`src/rtl/ssp_pkg.sv`:
```
// Shared types and constants for the SSP transmit path.
package ssp_pkg;

  typedef enum logic [1:0] {
    IDLE   = 2'd0,
    ACTIVE = 2'd1,
    GAP    = 2'd2
  } ssp_state_e;

  localparam int DEF_DATA_W     = 8;
  localparam int DEF_FIFO_DEPTH = 4;

  // Ceiling log2, usable in constant expressions; returns 0 for values <= 1.
  function automatic int ssp_clog2(input int value);
    int r;
    int v;
    r = 0;
    v = value - 1;
    while (v > 0) begin
      r = r + 1;
      v = v >> 1;
    end
    return r;
  endfunction

endpackage

```
`src/rtl/ssp_tx_fifo.sv`:
```
// Synchronous TX FIFO with registered full/empty flags and an occupancy count.
module ssp_tx_fifo
  import ssp_pkg::*;
#(
  parameter int DATA_W     = DEF_DATA_W,
  parameter int FIFO_DEPTH = DEF_FIFO_DEPTH
) (
  input  logic                            clk,
  input  logic                            clear,
  input  logic                            push,
  input  logic                            pop,
  input  logic [DATA_W-1:0]               wdata,
  output logic [DATA_W-1:0]               head,
  output logic                            full,
  output logic                            empty,
  output logic [ssp_clog2(FIFO_DEPTH):0]  count
);

  localparam int AW = ssp_clog2(FIFO_DEPTH);
  localparam int CW = AW + 1;
  localparam logic [CW-1:0] DEPTH_C = CW'(FIFO_DEPTH);

  logic [DATA_W-1:0] mem [FIFO_DEPTH];
  logic [AW-1:0]     wptr;
  logic [AW-1:0]     rptr;
  logic [CW-1:0]     count_n;
  logic              do_push;
  logic              do_pop;

  assign do_push = push && !full;
  assign do_pop  = pop && !empty;
  assign head    = mem[rptr];

  // Next occupancy from accepted push/pop.
  always_comb begin
    count_n = count;
    case ({do_push, do_pop})
      2'b10:   count_n = count + CW'(1);
      2'b01:   count_n = count - CW'(1);
      default: count_n = count;
    endcase
  end

  // Storage write port.
  always_ff @(posedge clk) begin
    if (do_push) begin
      mem[wptr] <= wdata;
    end
  end

  // Pointers and flags; pointers wrap naturally at the power-of-two depth.
  always_ff @(posedge clk) begin
    if (clear) begin
      wptr  <= '0;
      rptr  <= '0;
      count <= '0;
      full  <= 1'b0;
      empty <= 1'b1;
    end else begin
      if (do_push) wptr <= wptr + AW'(1);
      if (do_pop)  rptr <= rptr + AW'(1);
      count <= count_n;
      full  <= (count_n == DEPTH_C);
      empty <= (count_n == CW'(0));
    end
  end

endmodule

```
`src/rtl/ssp_tx_serializer.sv`:
```
// SSP transmit serializer: TX FIFO plus Motorola SPI (CPOL=0, CPHA=0) frame shifter.
// Optional TXINTR output is enabled by defining SSP_TXINTR_EN.
module ssp_tx_serializer
  import ssp_pkg::*;
#(
  parameter int DATA_W     = DEF_DATA_W,
  parameter int FIFO_DEPTH = DEF_FIFO_DEPTH,
  parameter int CLK_DIV    = 2
) (
  input  logic              SSPCLK,
  input  logic              CLEAR,
  input  logic              SSE,
  input  logic [DATA_W-1:0] TXDATA,
  input  logic              TXWR,
  output logic              TXFULL,
  output logic              TXEMPTY,
  output logic              TXOVR,
  output logic              BUSY,
  output logic              SSPCLKOUT,
  output logic              SSPFSSOUT,
  output logic              SSPTXD
`ifdef SSP_TXINTR_EN
  ,
  output logic              TXINTR
`endif
);

  localparam int HW = ssp_clog2(CLK_DIV) + 1;
  localparam int BW = ssp_clog2(2 * DATA_W) + 1;
  localparam int CW = ssp_clog2(FIFO_DEPTH) + 1;
  localparam logic [HW-1:0] HALF_TERM = HW'(CLK_DIV - 1);
  localparam logic [HW-1:0] GAP_TERM  = HW'(2 * CLK_DIV - 1);
  localparam logic [BW-1:0] LAST_HALF = BW'(2 * DATA_W - 1);

  ssp_state_e        state, state_n;
  logic [HW-1:0]     hcnt, hcnt_n;
  logic [BW-1:0]     halves, halves_n;
  logic [DATA_W-1:0] shreg, shreg_n;
  logic              sclk, sclk_n;
  logic              fss, fss_n;
  logic              txd, txd_n;
  logic              pop;
  logic [DATA_W-1:0] fifo_head;
  logic              fifo_full;
  logic              fifo_empty;
  logic [CW-1:0]     fifo_count;
  logic              ovr;

  ssp_tx_fifo #(
    .DATA_W     (DATA_W),
    .FIFO_DEPTH (FIFO_DEPTH)
  ) u_fifo (
    .clk   (SSPCLK),
    .clear (CLEAR),
    .push  (TXWR),
    .pop   (pop),
    .wdata (TXDATA),
    .head  (fifo_head),
    .full  (fifo_full),
    .empty (fifo_empty),
    .count (fifo_count)
  );

  // Frame sequencing; hcnt doubles as the gap timer while in GAP.
  always_comb begin
    state_n  = state;
    hcnt_n   = hcnt;
    halves_n = halves;
    shreg_n  = shreg;
    sclk_n   = sclk;
    fss_n    = fss;
    txd_n    = txd;
    pop      = 1'b0;
    case (state)
      IDLE: begin
        if (SSE && !fifo_empty) begin
          pop      = 1'b1;
          state_n  = ACTIVE;
          shreg_n  = fifo_head;
          fss_n    = 1'b0;
          txd_n    = fifo_head[DATA_W-1];
          hcnt_n   = '0;
          halves_n = '0;
          sclk_n   = 1'b0;
        end else begin
          fss_n  = 1'b1;
          txd_n  = 1'b0;
          sclk_n = 1'b0;
        end
      end
      ACTIVE: begin
        if (hcnt == HALF_TERM) begin
          hcnt_n   = '0;
          halves_n = halves + BW'(1);
          sclk_n   = !sclk;
          if (sclk && (halves == LAST_HALF)) begin
            state_n = GAP;
            fss_n   = 1'b1;
            txd_n   = 1'b0;
          end else if (sclk) begin
            shreg_n = {shreg[DATA_W-2:0], 1'b0};
            txd_n   = shreg[DATA_W-2];
          end else begin
            txd_n = txd;
          end
        end else begin
          hcnt_n = hcnt + HW'(1);
        end
      end
      GAP: begin
        if (hcnt == GAP_TERM) begin
          state_n = IDLE;
          hcnt_n  = '0;
        end else begin
          hcnt_n = hcnt + HW'(1);
        end
      end
      default: begin
        state_n = IDLE;
        hcnt_n  = '0;
        sclk_n  = 1'b0;
        fss_n   = 1'b1;
        txd_n   = 1'b0;
      end
    endcase
  end

  // Serializer state and pad registers.
  always_ff @(posedge SSPCLK) begin
    if (CLEAR) begin
      state  <= IDLE;
      hcnt   <= '0;
      halves <= '0;
      shreg  <= '0;
      sclk   <= 1'b0;
      fss    <= 1'b1;
      txd    <= 1'b0;
    end else begin
      state  <= state_n;
      hcnt   <= hcnt_n;
      halves <= halves_n;
      shreg  <= shreg_n;
      sclk   <= sclk_n;
      fss    <= fss_n;
      txd    <= txd_n;
    end
  end

  // Sticky overflow: a write against the registered full flag is lost.
  always_ff @(posedge SSPCLK) begin
    if (CLEAR) begin
      ovr <= 1'b0;
    end else if (TXWR && fifo_full) begin
      ovr <= 1'b1;
    end else begin
      ovr <= ovr;
    end
  end

`ifdef SSP_TXINTR_EN
  localparam logic [CW-1:0] HALF_DEPTH = CW'(FIFO_DEPTH / 2);

  // Low-water interrupt, qualified by enable.
  always_ff @(posedge SSPCLK) begin
    if (CLEAR) begin
      TXINTR <= 1'b0;
    end else begin
      TXINTR <= (fifo_count <= HALF_DEPTH) && SSE;
    end
  end
`endif

  assign TXFULL    = fifo_full;
  assign TXEMPTY   = fifo_empty;
  assign TXOVR     = ovr;
  assign BUSY      = (state != IDLE) || (fifo_count != CW'(0));
  assign SSPCLKOUT = sclk;
  assign SSPFSSOUT = fss;
  assign SSPTXD    = txd;

endmodule
```
`config.mk`:
```
export PLATFORM = sky130hd
export DESIGN_NAME = ssp_tx_serializer
export DESIGN_NICKNAME = d
export VERILOG_FILES = /design/src/rtl/ssp_pkg.sv /design/src/rtl/ssp_tx_fifo.sv /design/src/rtl/ssp_tx_serializer.sv
export SDC_FILE = /design/constraint.sdc
export NUM_CORES = 1
export LEC_CHECK = 0
export BUFFER_PORTS_ARGS = -buffer_cell sky130_fd_sc_hd__clkbuf_2
export CAP_MARGIN = 30
export CORE_MARGIN = 3
export CORE_UTILIZATION = 55
export CTS_BUF_LIST = sky130_fd_sc_hd__clkbuf_8 sky130_fd_sc_hd__clkbuf_16
export DETAILED_ROUTE_END_ITERATION = 7
export PLACE_DENSITY = 0.76
export SYNTH_ARGS = -nofsm -noshare
export SYNTH_HDL_FRONTEND = slang
export SYNTH_SLANG_ARGS = --single-unit
```
`constraint.sdc`:
```
create_clock -name SSPCLK -period 3.7 [get_ports SSPCLK]
set_clock_uncertainty 0.2 [all_clocks]
set_input_delay 0.74 -clock SSPCLK [delete_from_list [all_inputs] [get_ports SSPCLK]]
set_output_delay 0.74 -clock SSPCLK [all_outputs]
set_load 0.02 [all_outputs]
```
==> results.md <==
- Startpoint of the tightest hold check path: SSPFSSOUT
- Hold-fix buffers, CTS: 0
- Inserted Diodes: 0
- Timing startpoint of the critical path: state[0]
- Clock tree sinks: 63
- Setup CP Type: flip-flop to flip-flop
- Netlist area before placement: 2800 um2
- Tightest slew margin relative to the limit: 43.6%
- Most frequent cells in the layout: edfxtp_1 (32), dfxtp_1 (31), nor2_1 (29)
- CTS root buf: clkbuf_8
- Core Rows: 25
- Clock Latency Late Sink: 0.33 ns
- Setup TNS after final layout: 0 ns
- Share of flip-flops with an asynchronous set or reset after synthesis: 0%
- Data arrival time of the critical path: 2.69 ns
- Number of enable flip-flop cells after synthesis: 32
- Layout overhead on the synthesized area: 11.6%
- DRC: 0
- Global-route usage over all layers: 18.1%
- CTS tree: yes
- Worst Path Required: 3.71 ns
- Leakage dissipation: 1.19 nW
- Htree depth: 3
- Avg WL per Cell: 14.8 um
- Max rail drop VDD: 0.393 mV
- Maximum fanout count along the critical path: 14
- Kind of launch point of the worst setup path: flip-flop
- Max-slew violation total from the final report: 0
- Global route overflow: 0
- Pin count of the biggest net entering global routing: 31
- Resize count post-CTS: 0
- Detailed-placement wirelength estimate: 3230 um
- Maximum root-to-sink buffer count: 2
- Post-layout nets: 281
- CTS Buf Count: 9
- CTS clk-pin slew, worst paths: 0.06 ns
- Path depth of the worst reg2reg path: 11
- IO Count: 19
- Via density per instance: 5.31
- Startpoint of the most critical register-to-register path: state[0]
- Count of state elements after synthesis: 63
- Power density over the cells: 750 nW/um2
- Placed standard-cell area: 2920 um2
- Routability congestion estimate: 0.776
- Final critical-path share of the clock period: 72.4%
- Global-route wire length before repair: 8370 um
- Violation count after the first detailed-routing iteration: 133
- YS warnings: 0
- Setup repair after global routing missed its margin: no
- Final setup violation count: 0
- # port buffers: 18
- Drt total wl: 4830 um
- Number of endpoints with negative hold slack in the final report: 0
- Clock period minus final worst setup slack: 2.68 ns
- Endpoint kind of the worst setup timing path: flip-flop
- Net count after synthesis: 264
- Core Footprint: 4820 um2
- 1st-pass router iterations: 4
- Dominant synthesized flop cell: edfxtp_1
- Mean instance size in the synthesized netlist: 11.8 um2
- Overall via count from detail_route: 1,730
- Transition time of the tightest slew-check pin: 0.845 ns
- Post-CTS setup buffer count: 0
- Final std cell area, no fill: 3120 um2
- Count of maximum capacitance violations: 0
- Effective utilization at floorplan: 58.1%
- Run status: completed
- Vias in the first global route: 1,786
- Horizontal die dimension: 77.3 um
- Fraction of the yosys area taken by sequential cells: 56.5%
- Maximum operating frequency: 0.373 GHz
- Share of post-route cells with drive strength above 1: 13.5%
- Type of the most critical hold path: flip-flop to flip-flop
- Die footprint: 5980 um2
- Number of distinct library cells after synthesis: 40
- Number of nets still failing antenna checks after routing: 0
- Leading cell type in the layout, fill and taps excluded: edfxtp_1
- Number of antenna violations at the first check in global routing: 0
- Number of cells on the worst hold path: 2
- DIE HEIGHT: 77.3 um
- Cells after Synth: 237
==> cells by family (layout without fill, tap and decap cells) <==
logic type / count (synthesis) / count (layout) / synth area share [%]
buffers and inverters: 25 / 47 / 3.80
and+or+nand+nor: 67 / 67 / 11.1
DFF: 63 / 63 / 56.5
muxes: 26 / 26 / 9.79
adders and majority gates: 15 / 15 / 6.97
AOI/OAI and AO/OA: 33 / 33 / 9.30
xor gates and xnor gates: 8 / 8 / 2.50
==> Yosys cell counts, types with 2 or more instances <==
cell type / count / area share (%)
inv_1: 12 / 1.6
a22oi_1: 4 / 1.1
xnor2_1: 6 / 1.9
buf_4: 2 / 0.54
edfxtp_1: 32 / 34
or3_1: 2 / 0.45
nand3b_1: 2 / 0.54
nand2b_1: 4 / 0.89
o221ai_1: 6 / 1.9
nand2_1: 11 / 1.5
nor3_1: 3 / 0.54
nor2_1: 29 / 3.9
mux2i_1: 24 / 8.6
a211oi_1: 3 / 0.80
xor2_1: 2 / 0.63
and2_1: 4 / 0.89
nand3_1: 5 / 0.89
clkbuf_1: 5 / 0.67
nor2b_1: 4 / 0.89
a21o_1: 2 / 0.54
buf_2: 4 / 0.72
dfxtp_1: 31 / 22
ha_1: 14 / 6.3
a21oi_1: 7 / 1.3
o21ai_0: 3 / 0.54
buf_1: 2 / 0.27
==> path summary, 6_finish.rpt <==
path,end,slack (ns)
hold reg to reg,SSPFSSOUT,0.28
setup reg to reg,u_fifo.empty,1.02
hold / removal,SSPFSSOUT,0.28
setup / recovery,u_fifo.empty,1.02
==> state kept, by name (all words and copies together) (netlist names), named ones only <==
register	flops
TXOVR	1
SSPCLKOUT	1
state	2
u_fifo.wptr	2
u_fifo.count	3
SSPTXD	1
halves	5
hcnt	2
u_fifo.rptr	2
u_fifo.full	1
shreg	7
u_fifo.empty	1
u_fifo.mem	32
SSPFSSOUT	1
==> metal layers <==
| metal | vias up | track usage [%] | share of wire [%] |
|---|---|---|---|
| met5 | - | 0 | 0 |
| met4 | 0 | 8.54 | 2.2 |
| met3 | 10 | 3.83 | 3.5 |
| met2 | 30 | 28.3 | 47 |
| met1 | 818 | 24.0 | 47 |
| li1 | 872 | - | - |
==> through the flow <==
step | utilization [%] | hold slack, ns | cells | total power [mW] | setup slack [ns]
after floorplan | - | 0.264 | 237 | 1.59 | 1.15
after global placement | 60.6 | 0.254 | 310 | 1.72 | 0.955
after detailed placement | 60.6 | 0.270 | 310 | 1.75 | 0.882
after CTS | 64.8 | 0.291 | 326 | 2.36 | 1.02
after global routing | 64.8 | 0.328 | 326 | 2.49 | 0.883
final | 64.8 | 0.284 | 326 | 2.34 | 1.02
==> worst max-delay path, cell delays in order (launching register included) <==
cell      delay (ns)
dfxtp_1         0.36
inv_1           0.09
ha_1            0.20
buf_4           0.19
nand3b_1        0.18
inv_1           0.13
ha_1            0.25
fa_1            0.40
xnor2_1         0.15
nor2_1          0.07
xnor2_1         0.16
a21o_1          0.19
==> cell type report <==
type | instances | area [um2]
Inverter | 12 | 45.0
Tap cell | 67 | 83.8
Clock buffer | 9 | 124
Fill cell | 390 | 1690
Timing Repair Buffer | 19 | 97.6
Clock inverter | 7 | 80.1
Multi-Input combinational cell | 149 | 1110
Sequential cell | 63 | 1580
==> where the power goes <==
group	switching (mW)	total [mW]	internal, mW
combinational	0.459	0.809	0.349
sequential	0.0836	0.925	0.841
clock	0.241	0.610	0.369
total	0.784	2.34	1.56
Note: power is estimated with default switching activity, not from simulation.
